### src/rtl/legv8_sequencer.sv
// legv8_sequencer: multi-cycle control unit for the LEGv8 64-bit datapath.
// Takes one 32-bit instruction per valid/ready handshake and drives the
// datapath control word for one (R/I-type) or two (LDUR/STUR) execute cycles.
// It latches the ALU flags on ADDS/SUBS and pulses err on an illegal encoding.
// The control word is a pure function of the state register and the latched
// instruction register, so it can only change at a clock edge.
module legv8_sequencer #(
    parameter int unsigned RAM_AW = 8
) (
    input  logic        CLK,
    input  logic        RST,
    input  logic [31:0] instr,
    input  logic        instr_valid,
    output logic        instr_ready,
    input  logic [3:0]  STAT,
    output logic [4:0]  SA,
    output logic [4:0]  SB,
    output logic [4:0]  DA,
    output logic        WR,
    output logic [4:0]  FS,
    output logic        C0,
    output logic [63:0] K,
    output logic        M,
    output logic        EN_ALU,
    output logic        EN_B,
    output logic        EN_ADDR_ALU,
    output logic        RCS,
    output logic        RWE,
    output logic        ROE,
    output logic [3:0]  flags,
    output logic        done,
    output logic        err
);

    localparam int unsigned IR_W   = 32;
    localparam int unsigned DATA_W = 64;
    localparam int unsigned REG_AW = 5;
    localparam int unsigned FS_W   = 5;
    localparam int unsigned FLAG_W = 4;
    localparam int unsigned OFF_W  = 9;

    // ALU function-select codes
    localparam logic [FS_W-1:0] FS_AND = 5'b00000;
    localparam logic [FS_W-1:0] FS_ORR = 5'b00100;
    localparam logic [FS_W-1:0] FS_ADD = 5'b01000;
    localparam logic [FS_W-1:0] FS_SUB = 5'b01010;

    // R-type and D-type opcodes live in instr[31:21]
    localparam logic [10:0] OPC_ADD  = 11'b10001011000;
    localparam logic [10:0] OPC_SUB  = 11'b11001011000;
    localparam logic [10:0] OPC_AND  = 11'b10001010000;
    localparam logic [10:0] OPC_ORR  = 11'b10101010000;
    localparam logic [10:0] OPC_ADDS = 11'b10101011000;
    localparam logic [10:0] OPC_SUBS = 11'b11101011000;
    localparam logic [10:0] OPC_LDUR = 11'b11111000010;
    localparam logic [10:0] OPC_STUR = 11'b11111000000;
    // I-type opcodes live in instr[31:22]
    localparam logic [9:0]  OPC_ADDI = 10'b1001000100;
    localparam logic [9:0]  OPC_SUBI = 10'b1101000100;

    typedef enum logic [2:0] {
        ST_IDLE,
        ST_EXEC,
        ST_LD_A,
        ST_LD_W,
        ST_ST_A,
        ST_ST_W,
        ST_ERR
    } state_e;

    typedef enum logic [3:0] {
        OP_ADD,
        OP_SUB,
        OP_AND,
        OP_ORR,
        OP_ADDS,
        OP_SUBS,
        OP_ADDI,
        OP_SUBI,
        OP_LDUR,
        OP_STUR,
        OP_ILL
    } op_e;

    // Classify an instruction word; anything outside the table is illegal
    function automatic op_e decode_op(input logic [IR_W-1:0] w);
        op_e op;
        op = OP_ILL;
        case (w[31:21])
            OPC_ADD:  op = OP_ADD;
            OPC_SUB:  op = OP_SUB;
            OPC_AND:  op = OP_AND;
            OPC_ORR:  op = OP_ORR;
            OPC_ADDS: op = OP_ADDS;
            OPC_SUBS: op = OP_SUBS;
            OPC_LDUR: op = OP_LDUR;
            OPC_STUR: op = OP_STUR;
            default:  op = OP_ILL;
        endcase
        if (op == OP_ILL) begin
            case (w[31:22])
                OPC_ADDI: op = OP_ADDI;
                OPC_SUBI: op = OP_SUBI;
                default:  op = OP_ILL;
            endcase
        end
        return op;
    endfunction

    // The RAM address is carved out of the 64-bit ALU result
    if (RAM_AW < 1 || RAM_AW > DATA_W) begin : g_bad_ram_aw
        $error("legv8_sequencer: RAM_AW must lie in 1..64");
    end

    state_e              r_state;
    state_e              w_state_nxt;
    logic [IR_W-1:0]     r_ir;
    logic [FLAG_W-1:0]   r_flags;

    logic                w_accept;
    op_e                 w_in_op;
    op_e                 w_ir_op;
    logic                w_flag_upd;

    logic [REG_AW-1:0]   w_rd;
    logic [REG_AW-1:0]   w_rn;
    logic [REG_AW-1:0]   w_rm;
    logic [DATA_W-1:0]   w_imm_k;
    logic [DATA_W-1:0]   w_off_k;

    logic [FS_W-1:0]     w_ex_fs;
    logic                w_ex_c0;
    logic                w_ex_m;
    logic [DATA_W-1:0]   w_ex_k;
    logic [REG_AW-1:0]   w_ex_sb;

    // Handshake and decode of both the incoming and the latched word
    assign w_accept   = instr_valid && (r_state == ST_IDLE);
    assign w_in_op    = decode_op(instr);
    assign w_ir_op    = decode_op(r_ir);
    assign w_flag_upd = (r_state == ST_EXEC) &&
                        ((w_ir_op == OP_ADDS) || (w_ir_op == OP_SUBS));

    // Operand fields of the latched instruction; Rt shares the Rd slot
    assign w_rd    = r_ir[4:0];
    assign w_rn    = r_ir[9:5];
    assign w_rm    = r_ir[20:16];
    assign w_imm_k = DATA_W'(r_ir[21:10]);
    assign w_off_k = {{(DATA_W - OFF_W){r_ir[20]}}, r_ir[20:12]};

    // State register
    always_ff @(posedge CLK) begin
        if (!RST) begin
            r_state <= ST_IDLE;
        end else begin
            r_state <= w_state_nxt;
        end
    end

    // Instruction register, loaded only on an accepted handshake
    always_ff @(posedge CLK) begin
        if (!RST) begin
            r_ir <= '0;
        end else if (w_accept) begin
            r_ir <= instr;
        end
    end

    // ALU flags, captured at the edge that closes an ADDS/SUBS execute cycle
    always_ff @(posedge CLK) begin
        if (!RST) begin
            r_flags <= '0;
        end else if (w_flag_upd) begin
            r_flags <= STAT;
        end
    end

    assign flags = r_flags;

    // Next-state logic: dispatch from IDLE, fixed walk through execute states
    always_comb begin
        w_state_nxt = r_state;
        case (r_state)
            ST_IDLE: begin
                if (w_accept) begin
                    case (w_in_op)
                        OP_LDUR: w_state_nxt = ST_LD_A;
                        OP_STUR: w_state_nxt = ST_ST_A;
                        OP_ILL:  w_state_nxt = ST_ERR;
                        default: w_state_nxt = ST_EXEC;
                    endcase
                end
            end
            ST_EXEC: w_state_nxt = ST_IDLE;
            ST_LD_A: w_state_nxt = ST_LD_W;
            ST_LD_W: w_state_nxt = ST_IDLE;
            ST_ST_A: w_state_nxt = ST_ST_W;
            ST_ST_W: w_state_nxt = ST_IDLE;
            ST_ERR:  w_state_nxt = ST_IDLE;
            default: w_state_nxt = ST_IDLE;
        endcase
    end

    // ALU settings for the single-cycle R/I-type execute, keyed by opcode
    always_comb begin
        w_ex_fs = FS_ADD;
        w_ex_c0 = 1'b0;
        w_ex_m  = 1'b0;
        w_ex_k  = '0;
        w_ex_sb = w_rm;
        case (w_ir_op)
            OP_ADD, OP_ADDS: begin
                w_ex_fs = FS_ADD;
            end
            OP_SUB, OP_SUBS: begin
                w_ex_fs = FS_SUB;
                w_ex_c0 = 1'b1;
            end
            OP_AND: begin
                w_ex_fs = FS_AND;
            end
            OP_ORR: begin
                w_ex_fs = FS_ORR;
            end
            OP_ADDI: begin
                w_ex_fs = FS_ADD;
                w_ex_m  = 1'b1;
                w_ex_k  = w_imm_k;
                w_ex_sb = '0;
            end
            OP_SUBI: begin
                w_ex_fs = FS_SUB;
                w_ex_c0 = 1'b1;
                w_ex_m  = 1'b1;
                w_ex_k  = w_imm_k;
                w_ex_sb = '0;
            end
            default: begin
                w_ex_sb = '0;
            end
        endcase
    end

    // Control word per state; every field defaults to 0 (IDLE/ERR are quiet)
    always_comb begin
        instr_ready = 1'b0;
        SA          = '0;
        SB          = '0;
        DA          = '0;
        WR          = 1'b0;
        FS          = '0;
        C0          = 1'b0;
        K           = '0;
        M           = 1'b0;
        EN_ALU      = 1'b0;
        EN_B        = 1'b0;
        EN_ADDR_ALU = 1'b0;
        RCS         = 1'b0;
        RWE         = 1'b0;
        ROE         = 1'b0;
        done        = 1'b0;
        err         = 1'b0;
        case (r_state)
            ST_IDLE: begin
                instr_ready = 1'b1;
            end
            ST_EXEC: begin
                SA     = w_rn;
                SB     = w_ex_sb;
                DA     = w_rd;
                FS     = w_ex_fs;
                C0     = w_ex_c0;
                M      = w_ex_m;
                K      = w_ex_k;
                EN_ALU = 1'b1;
                WR     = 1'b1;
                done   = 1'b1;
            end
            ST_LD_A, ST_LD_W: begin
                // RAM read data owns the D-bus, so the ALU only drives the address
                SA          = w_rn;
                DA          = w_rd;
                K           = w_off_k;
                M           = 1'b1;
                FS          = FS_ADD;
                EN_ADDR_ALU = 1'b1;
                RCS         = 1'b1;
                ROE         = 1'b1;
                WR          = (r_state == ST_LD_W);
                done        = (r_state == ST_LD_W);
            end
            ST_ST_A, ST_ST_W: begin
                // Rt travels over the B-bus onto the D-bus as write data
                SA          = w_rn;
                SB          = w_rd;
                K           = w_off_k;
                M           = 1'b1;
                FS          = FS_ADD;
                EN_ADDR_ALU = 1'b1;
                EN_B        = 1'b1;
                RCS         = 1'b1;
                RWE         = (r_state == ST_ST_W);
                done        = (r_state == ST_ST_W);
            end
            ST_ERR: begin
                err = 1'b1;
            end
            default: begin
                instr_ready = 1'b0;
            end
        endcase
    end

    // D-bus contention invariants
    a_alu_vs_b: assert property (@(posedge CLK) disable iff (!RST) !(EN_ALU && EN_B));
    a_alu_vs_ram: assert property (@(posedge CLK) disable iff (!RST) !(EN_ALU && ROE));

endmodule

### config.mk
export PLATFORM = sky130hd
export DESIGN_NAME = legv8_sequencer
export DESIGN_NICKNAME = d
export VERILOG_FILES = /design/src/rtl/legv8_sequencer.sv
export SDC_FILE = /design/constraint.sdc
export NUM_CORES = 1
export LEC_CHECK = 0
export BUFFER_PORTS_ARGS = -buffer_cell sky130_fd_sc_hd__buf_2
export CORE_ASPECT_RATIO = 1.2
export CORE_UTILIZATION = 45
export DETAILED_ROUTE_END_ITERATION = 8
export PLACE_DENSITY = 0.86
export SLEW_MARGIN = 10
export SYNTH_ARGS = -nofsm -noshare
export SYNTH_HDL_FRONTEND = slang
export SYNTH_SLANG_ARGS = --single-unit
### constraint.sdc
create_clock -name CLK -period 4.8 [get_ports CLK]
set_clock_uncertainty 0.2 [all_clocks]
set_input_delay 1.44 -clock CLK [delete_from_list [all_inputs] [get_ports CLK]]
set_output_delay 1.44 -clock CLK [all_outputs]
set_load 0.03 [all_outputs]
# ---- Word level (Yosys, flattened, before mapping)
# Cells that the tools add are included.
dict set report op_classes {
  addsub 0
  multipliers 0
  n_div 0
  order_cmp 0
  n_eq_ne 39
  n_shift 0
  muxes 30
  n_bitwise 0
  n_reduce_logical 13
}
# op n
set ops {}
lappend ops {{$eq A11 B11 Y1 const B} 16}
lappend ops {{$pmux W64 S2} 1}
lappend ops {{$pmux W4 S8} 2}
lappend ops {{$eq A10 B10 Y1 const B} 4}
lappend ops {{$eq A4 B4 Y1 const B} 5}
lappend ops {{$pmux W5 S2} 2}
lappend ops {{$pmux W3 S3} 2}
lappend ops {{$eq A4 B3 Y1 const B} 4}
lappend ops {{$pmux W4 S2} 2}
lappend ops {{$mux W5} 3}
lappend ops {{$mux W12} 1}
lappend ops {{$pmux W4 S3} 1}
lappend ops {{$mux W1} 10}
lappend ops {{$eq A3 B3 Y1 const B} 3}
lappend ops {{$eq A4 B2 Y1 const B} 2}
lappend ops {{$mux W4} 2}
lappend ops {{$eq A3 B2 Y1 const B} 2}
lappend ops {{$reduce_or A2 Y1} 3}
lappend ops {{$reduce_or A3 Y1} 2}
lappend ops {{$reduce_or A6 Y1} 1}
lappend ops {{$reduce_or A5 Y1} 1}
lappend ops {{$eq A4 B1 Y1 const B} 1}
lappend ops {{$logic_not A4 Y1} 1}
lappend ops {{$pmux W1 S2} 2}
lappend ops {{8 further kinds} 9}
dict set report word_totals {
  reg_bits 39
  latch_bits 0
  ram_bits 0
  romBits 0
  inputBits 39
  out_inout_bits 100
  elab_cells 85
  memories 0
}

# ---- Logic depth before layout (Yosys ltp)
# Gate-level depths: netlist of run 1.
dict set report depth {
  word_depth 8
  mapped_depth 7
  depth_no_buf 4
}

# ---- Worst setup path before layout of run 1
# Ideal clock, no wire load.
dict set report synth_timing {
  kind {flip-flop to output port}
  from {register r_state[2]}
  to {output port K[13]}
  t_arrival_ns 2.801
  t_required_ns 3.160
  setup_slack_ns 0.359
  path_stages_with_launch 7
  path_buffers 3
  path_cell_list {dfxtp_1 -> buf_2 -> nor2b_1 -> clkbuf_1 -> or2_1 -> and2_1 -> buf_4}
}
dict set report synth_via {
  elab_chain_len 3
}
# item line
set synth_lines {}
lappend synth_lines {{start: declaration} 115} ;# state_e r_state;
lappend synth_lines {{start signal: assignment} 156} ;# r_state <= w_state_nxt;
lappend synth_lines {{$eq A3 B2 Y1 or $eq A3 B3 Y1 (tied branches)} 263} ;# case (r_state)
lappend synth_lines {{$reduce_or A4 Y1 (no line)} -}
lappend synth_lines {{$pmux W64 S2 (*)} 263}
lappend synth_lines {{end: declaration} 22} ;# output logic [63:0] K,
# Every way passes the cells marked *; elsewhere a longest branch is shown, timed or not.

# ---- Worst setup path after layout of run 1
dict set report layout_timing {
  from {register r_state[2]}
  to {output port K[8]}
}
# The elaborated chain is that of the path after synthesis.

==> flow_metrics.tcl, run 1 <==
set metrics [dict create \
    syn_area_um2 2460 \
    hp-class "reg -> reg" \
    antenna_found_initial 0 \
    cpPeakStageDelay_ns 0.49 \
    antenna_cells 0 \
    track_usage_pct 20.7 \
    synth_cell_type_count 39 \
    cp.required_ns 3.16 \
    synthAdderAreaFrac_pct 0 \
    period_needed_ns 3.87 \
    critPathCaptureType "output port" \
    start_util_pct 46.7 \
    maxCapViolations 0 \
    critPathMaxFanout 55 \
    maxSlewHeadroom_pct 25.0 \
    portBuffers 136 \
    cts_tree "done" \
    fillCellCount 493 \
    nets 426 \
    hold_viol 0 \
    async_flop_share_pct 0 \
    grt_pass1_vias 2037 \
    synth_compound_area_share_pct 18.4 \
    post-cts-setup-buffers 0 \
    swShare_pct 39.9 \
    synth_seq_cells 39 \
    combinationalPowerShare_pct 35.9 \
    path_cells "nor2b_1 -> or2_1 -> and2_1 -> buf_4 -> a21o_1 -> buf_2" \
    rsz0062_at_grt "false" \
    status "finished, final reports clean" \
    syn2layout_area_growth_pct 16.0 \
    synthMuxAreaShare_pct 1.63 \
    vdd_drop_max_v 0.000182 \
    seqPwrFrac_pct 39.6 \
    grt_pass1_wl_um 9520 \
    powerDensity_nw_per_um2 346 \
    reg2reg_depth 4 \
    cts_buffer_depth 2 \
    synth.most_common_cell "nand2_1" \
    whs_path_depth 2 \
    grt_max_degree 56 \
    arrival_ns 2.23 \
    slew_violations 0 \
    synth_top_area_share_pct 31.8 \
    ctsResizeCount 0 \
    ys.flop_type "dfxtp_1" \
    yosys.area_share.simple_pct 28.3 \
    detail-route-antenna-nets 0 \
    tightest_slew_ns 1.13 \
    yosys-top-cells-area "dfxtp_1 32%, buf_4 16%, nand2_1 12%" \
    viasPerCell 5.09 \
    firstDrtPassIters 4 \
    p_leak_nw 1.47 \
    seq_area_frac_synth_pct 31.8 \
    die_w_um 69.5 \
    wl_um 5930 \
    tns_ns 0 \
    path_class "reg -> out" \
    die_h_um 83.0 \
    cts.sinks 39 \
    synth_edf_count 0 \
    dieArea_um2 5760 \
    rows 29 \
    synth_top_cell_by_area "dfxtp_1" \
    drcViolationCount 0 \
    power.internal_mw 0.592 \
    drtIter0Drc 113 \
    hpwl_um 4480 \
    holdWs_ns 0.260 \
    io_pins 139 \
    synth_top_cells_by_count "81 x nand2_1, 54 x buf_4, 39 x dfxtp_1" \
    syn_area_per_cell_um2 7.90 \
    dr_total_vias 2291 \
    cpMaxStageDelayCell "dfxtp_1" \
    synth_xor_area_share_pct 0 \
    gp_congestion 0.903 \
    core-area_um2 5260 \
    wl_per_cell_um 13.2 \
    finalSetupViolCount 0 \
    cts-root-buf "clkbuf_8" \
    period_share_pct 80.7 \
    critPathLaunchType "flop" \
    synth_top_family_by_area "simple AND/OR/NAND/NOR gates" \
    cts_buffers 5 \
    switching_power_mw 0.394 \
    drive_above_1_share_pct 39.7 \
    path_clk_slew_ns 0.07 \
    cts_hold_buffers 0 \
    ys_warn_count 0 \
    clock_latency_ns 0.29 \
    cts_max_level 2 \
    grt_overflow 0 \
    fmax_mhz 258 \
    postSynthCellCount 311 \
    p_clk_share_pct 24.5 \
]
-- final timing paths --
path | from | endpoint | slack [ns]
worst min register to register | flags[1] | flags[1] | 0.26
worst max-delay path | r_state[2] | K[8] | 0.93
worst max register to register | r_state[2] | r_ir[30] | 2.55
worst min-delay path | flags[1] | flags[1] | 0.26
-- routing by layer --
layer  track usage, %  up-vias  wire, µm
met3             4.00       17       448
met1             23.2     1027      2310
met2             36.9      112      3010
li1                 -     1135         -
met5                0        -         0
met4             9.83        0       165
-- cell usage in the layout (no fill, tap or decap), types with 3 or more instances in the layout --
cell      instances
buf_2           136
nand2_1          81
dfxtp_1          39
a21boi_0         27
a22o_1           13
nor2b_1          11
and2_1           11
nor2_1            9
clkbuf_8          7
a21o_1            5
a21boi_1          5
mux2i_1           4
nand3_1           3
o21ai_0           3
a21oi_1           3
-- per-stage QoR --
step | power [mW] | utilization [%] | std cells | cell area, µm² | worst slack (ns)
floorplan | 0.687 | - | 312 | 2460 | 0.359
global placement | 0.745 | 52.3 | 442 | 2750 | 1.29
detailed placement | 0.753 | 52.3 | 442 | 2750 | 1.22
CTS | 0.992 | 54.2 | 450 | 2850 | 0.906
global route | 1.04 | 54.2 | 450 | 2850 | 0.745
finish | 0.986 | 54.2 | 450 | 2850 | 0.928
-- cells by family after synthesis --
| kind of cell | Yosys count |
|---|---|
| and+or+nand+nor | 137 |
| buffers and inverters | 70 |
| AOI/OAI and AO/OA | 60 |
| DFF | 39 |
| muxes | 4 |
| other | 1 |
-- flip-flops by register name (all words and copies together), names as in the netlist --
register	count
r_state	3
r_ir	32
flags	4
-- power by group through the flow --
stage / Sequential (mW) / Clock, mW / Combinational, mW
floorplan: 0.381 / 0 / 0.305
global placement: 0.394 / 0 / 0.351
detailed placement: 0.396 / 0 / 0.356
CTS: 0.389 / 0.246 / 0.357
global route: 0.394 / 0.260 / 0.385
finish: 0.390 / 0.241 / 0.354
-- critical path: cells and delay by family (launching register included) --
family,cells,cell delay (ns)
buf+inv,2,0.51
simple gates,3,0.81
flops,1,0.49
compound gates,1,0.13
-- layout make-up --
| cell class | instances | area (µm²) | area share (%) |
|---|---|---|---|
| tap | 62 | 77.6 | 2.72 |
| multi-input combinational | 203 | 1200 | 42.0 |
| sequential | 39 | 781 | 27.4 |
| clock buffer | 8 | 100 | 3.51 |
| timing repair buffer | 138 | 696 | 24.4 |
(Power assumes the default switching activity.)
==> run 2, diff against run 1 <==
- clock period: 4.8 -> 4.04 ns (I/O delays scaled with it)
==> flow_metrics.tcl, run 2 (synthesis gave the netlist of run 1 again) <==
set metrics [dict create \
    rsz0062_at_grt "false" \
    antenna_found_initial 0 \
    grt_max_degree 56 \
    cts_buffers 5 \
    period_needed_ns 3.65 \
    combinationalPowerShare_pct 36.3 \
    placedCellCount 444 \
    portBuffers 136 \
    grt_pass1_vias 2042 \
    core-area_um2 5260 \
    path_clk_slew_ns 0.07 \
    viasPerCell 5.12 \
    drive_above_1_share_pct 40.3 \
    maxSlewHeadroom_pct 31.4 \
    drtIter0Drc 71 \
    final_area_um2 2870 \
    dieArea_um2 5760 \
    cpMaxStageDelayCell "and2_2" \
    largest_reg_flops 32 \
    finalSetupViolCount 0 \
    switching_power_mw 0.470 \
    cp.required_ns 2.63 \
    gp_congestion 0.847 \
    cts_buffer_depth 2 \
    fillCellCount 504 \
    cp_top_family "simple AND/OR/NAND/NOR gates" \
    drcViolationCount 0 \
    seqPwrFrac_pct 39.4 \
    antenna_cells 0 \
    cts_tree "done" \
    critPathLaunchType "flop" \
    cts_max_level 2 \
    swShare_pct 39.9 \
    cpPeakStageDelay_ns 0.57 \
    arrival_ns 2.24 \
    path_class "reg -> out" \
    hpwl_um 4520 \
    tightest_slew_ns 1.03 \
    hold_viol 0 \
    vdd_drop_max_v 0.000216 \
    p_clk_share_pct 24.3 \
    ctsResizeCount 0 \
    top_register "r_ir" \
    dr_total_vias 2315 \
    tns_ns 0 \
    status "finished, final reports clean" \
    die_h_um 83.0 \
    cts_hold_buffers 0 \
    grt_overflow 0 \
    critPathMaxFanout 55 \
    post-cts-setup-buffers 0 \
    critPathCaptureType "output port" \
    maxCapViolations 0 \
    firstDrtPassIters 4 \
    path_cells "nor2b_1 -> or2_1 -> buf_4 -> and2_2 -> a21o_1 -> buf_2" \
    final_cell_mix "136 x buf_2, 81 x nand2_1, 39 x dfxtp_1" \
    hp-class "reg -> reg" \
    p_leak_nw 1.48 \
    io_pins 139 \
    reg2reg_slack_ns 2.03 \
    fmax_mhz 274 \
    place_area_um2 2770 \
    final_common_cell "buf_2" \
    cts-root-buf "clkbuf_8" \
    rows 29 \
    power.total_mw 1.18 \
    period_share_pct 90.3 \
    pre_cts_slack_ns 0.688 \
    cts.sinks 39 \
    worst_slack_ns 0.391 \
    seqCellArea_um2 781 \
    die_w_um 69.5 \
    wl_per_cell_um 13.1 \
    final_cells 452 \
    syn2layout_area_growth_pct 16.6 \
    grt_pass1_wl_um 9540 \
    slew_violations 0 \
    wl_um 5930 \
    track_usage_pct 20.6 \
    multi_input_area_um2 1200 \
    start_util_pct 46.7 \
    powerDensity_nw_per_um2 411 \
    worst-path-buf-inv 2 \
    detail-route-antenna-nets 0 \
    nets 428 \
    power.internal_mw 0.709 \
    clock_latency_ns 0.29 \
]
## run 2: cell count changes in the layout (fill, tap and decap cells not counted)
cell | before | now
and2_2 | 0 | 1
and2_1 | 11 | 10
buf_4 | 2 | 4
## run 2: layout make-up
class	count	share of cell area [%]
Clock buffer	8	3.49
Multi-Input combinational cell	203	41.8
Sequential cell	39	27.2
Tap cell	62	2.71
Timing Repair Buffer	140	24.8
## run 2: worst paths after layout
kind,end,cells after the start,from
worst max register to register,r_ir[22],4,r_state[2]
worst min-delay path,r_ir[7],2,r_ir[7]
worst min register to register,r_ir[7],2,r_ir[7]
worst max-delay path,K[9],6,r_state[2]
## run 2: per-stage QoR
stage               utilization, %  hold slack [ns]
CTS                           54.5            0.261
finish                        54.5            0.257
detailed placement            52.6            0.244
global route                  54.5            0.272
floorplan                        -            0.239
global placement              52.6            0.241
## run 2: worst min-delay path: stages, from the launching register on
cell	delay, ns
dfxtp_1	0.31
nand2_1	0.04
a21boi_0	0.06
## run 2: layer usage
layer  global-route usage, %  vias up  part of all wire [%]
li1                        -     1139                     -
met1                    22.4     1049                    37
met2                    37.7      112                    52
met3                    3.64       15                   7.7
met4                    10.6        0                   3.3
met5                       0        -                     0
## run 2: power groups by stage
stage	logic (mW)	registers, mW	clock network [mW]
global route	0.461	0.471	0.308
global placement	0.422	0.469	0
CTS	0.429	0.463	0.291
detailed placement	0.428	0.472	0
floorplan	0.361	0.453	0
finish	0.427	0.465	0.287
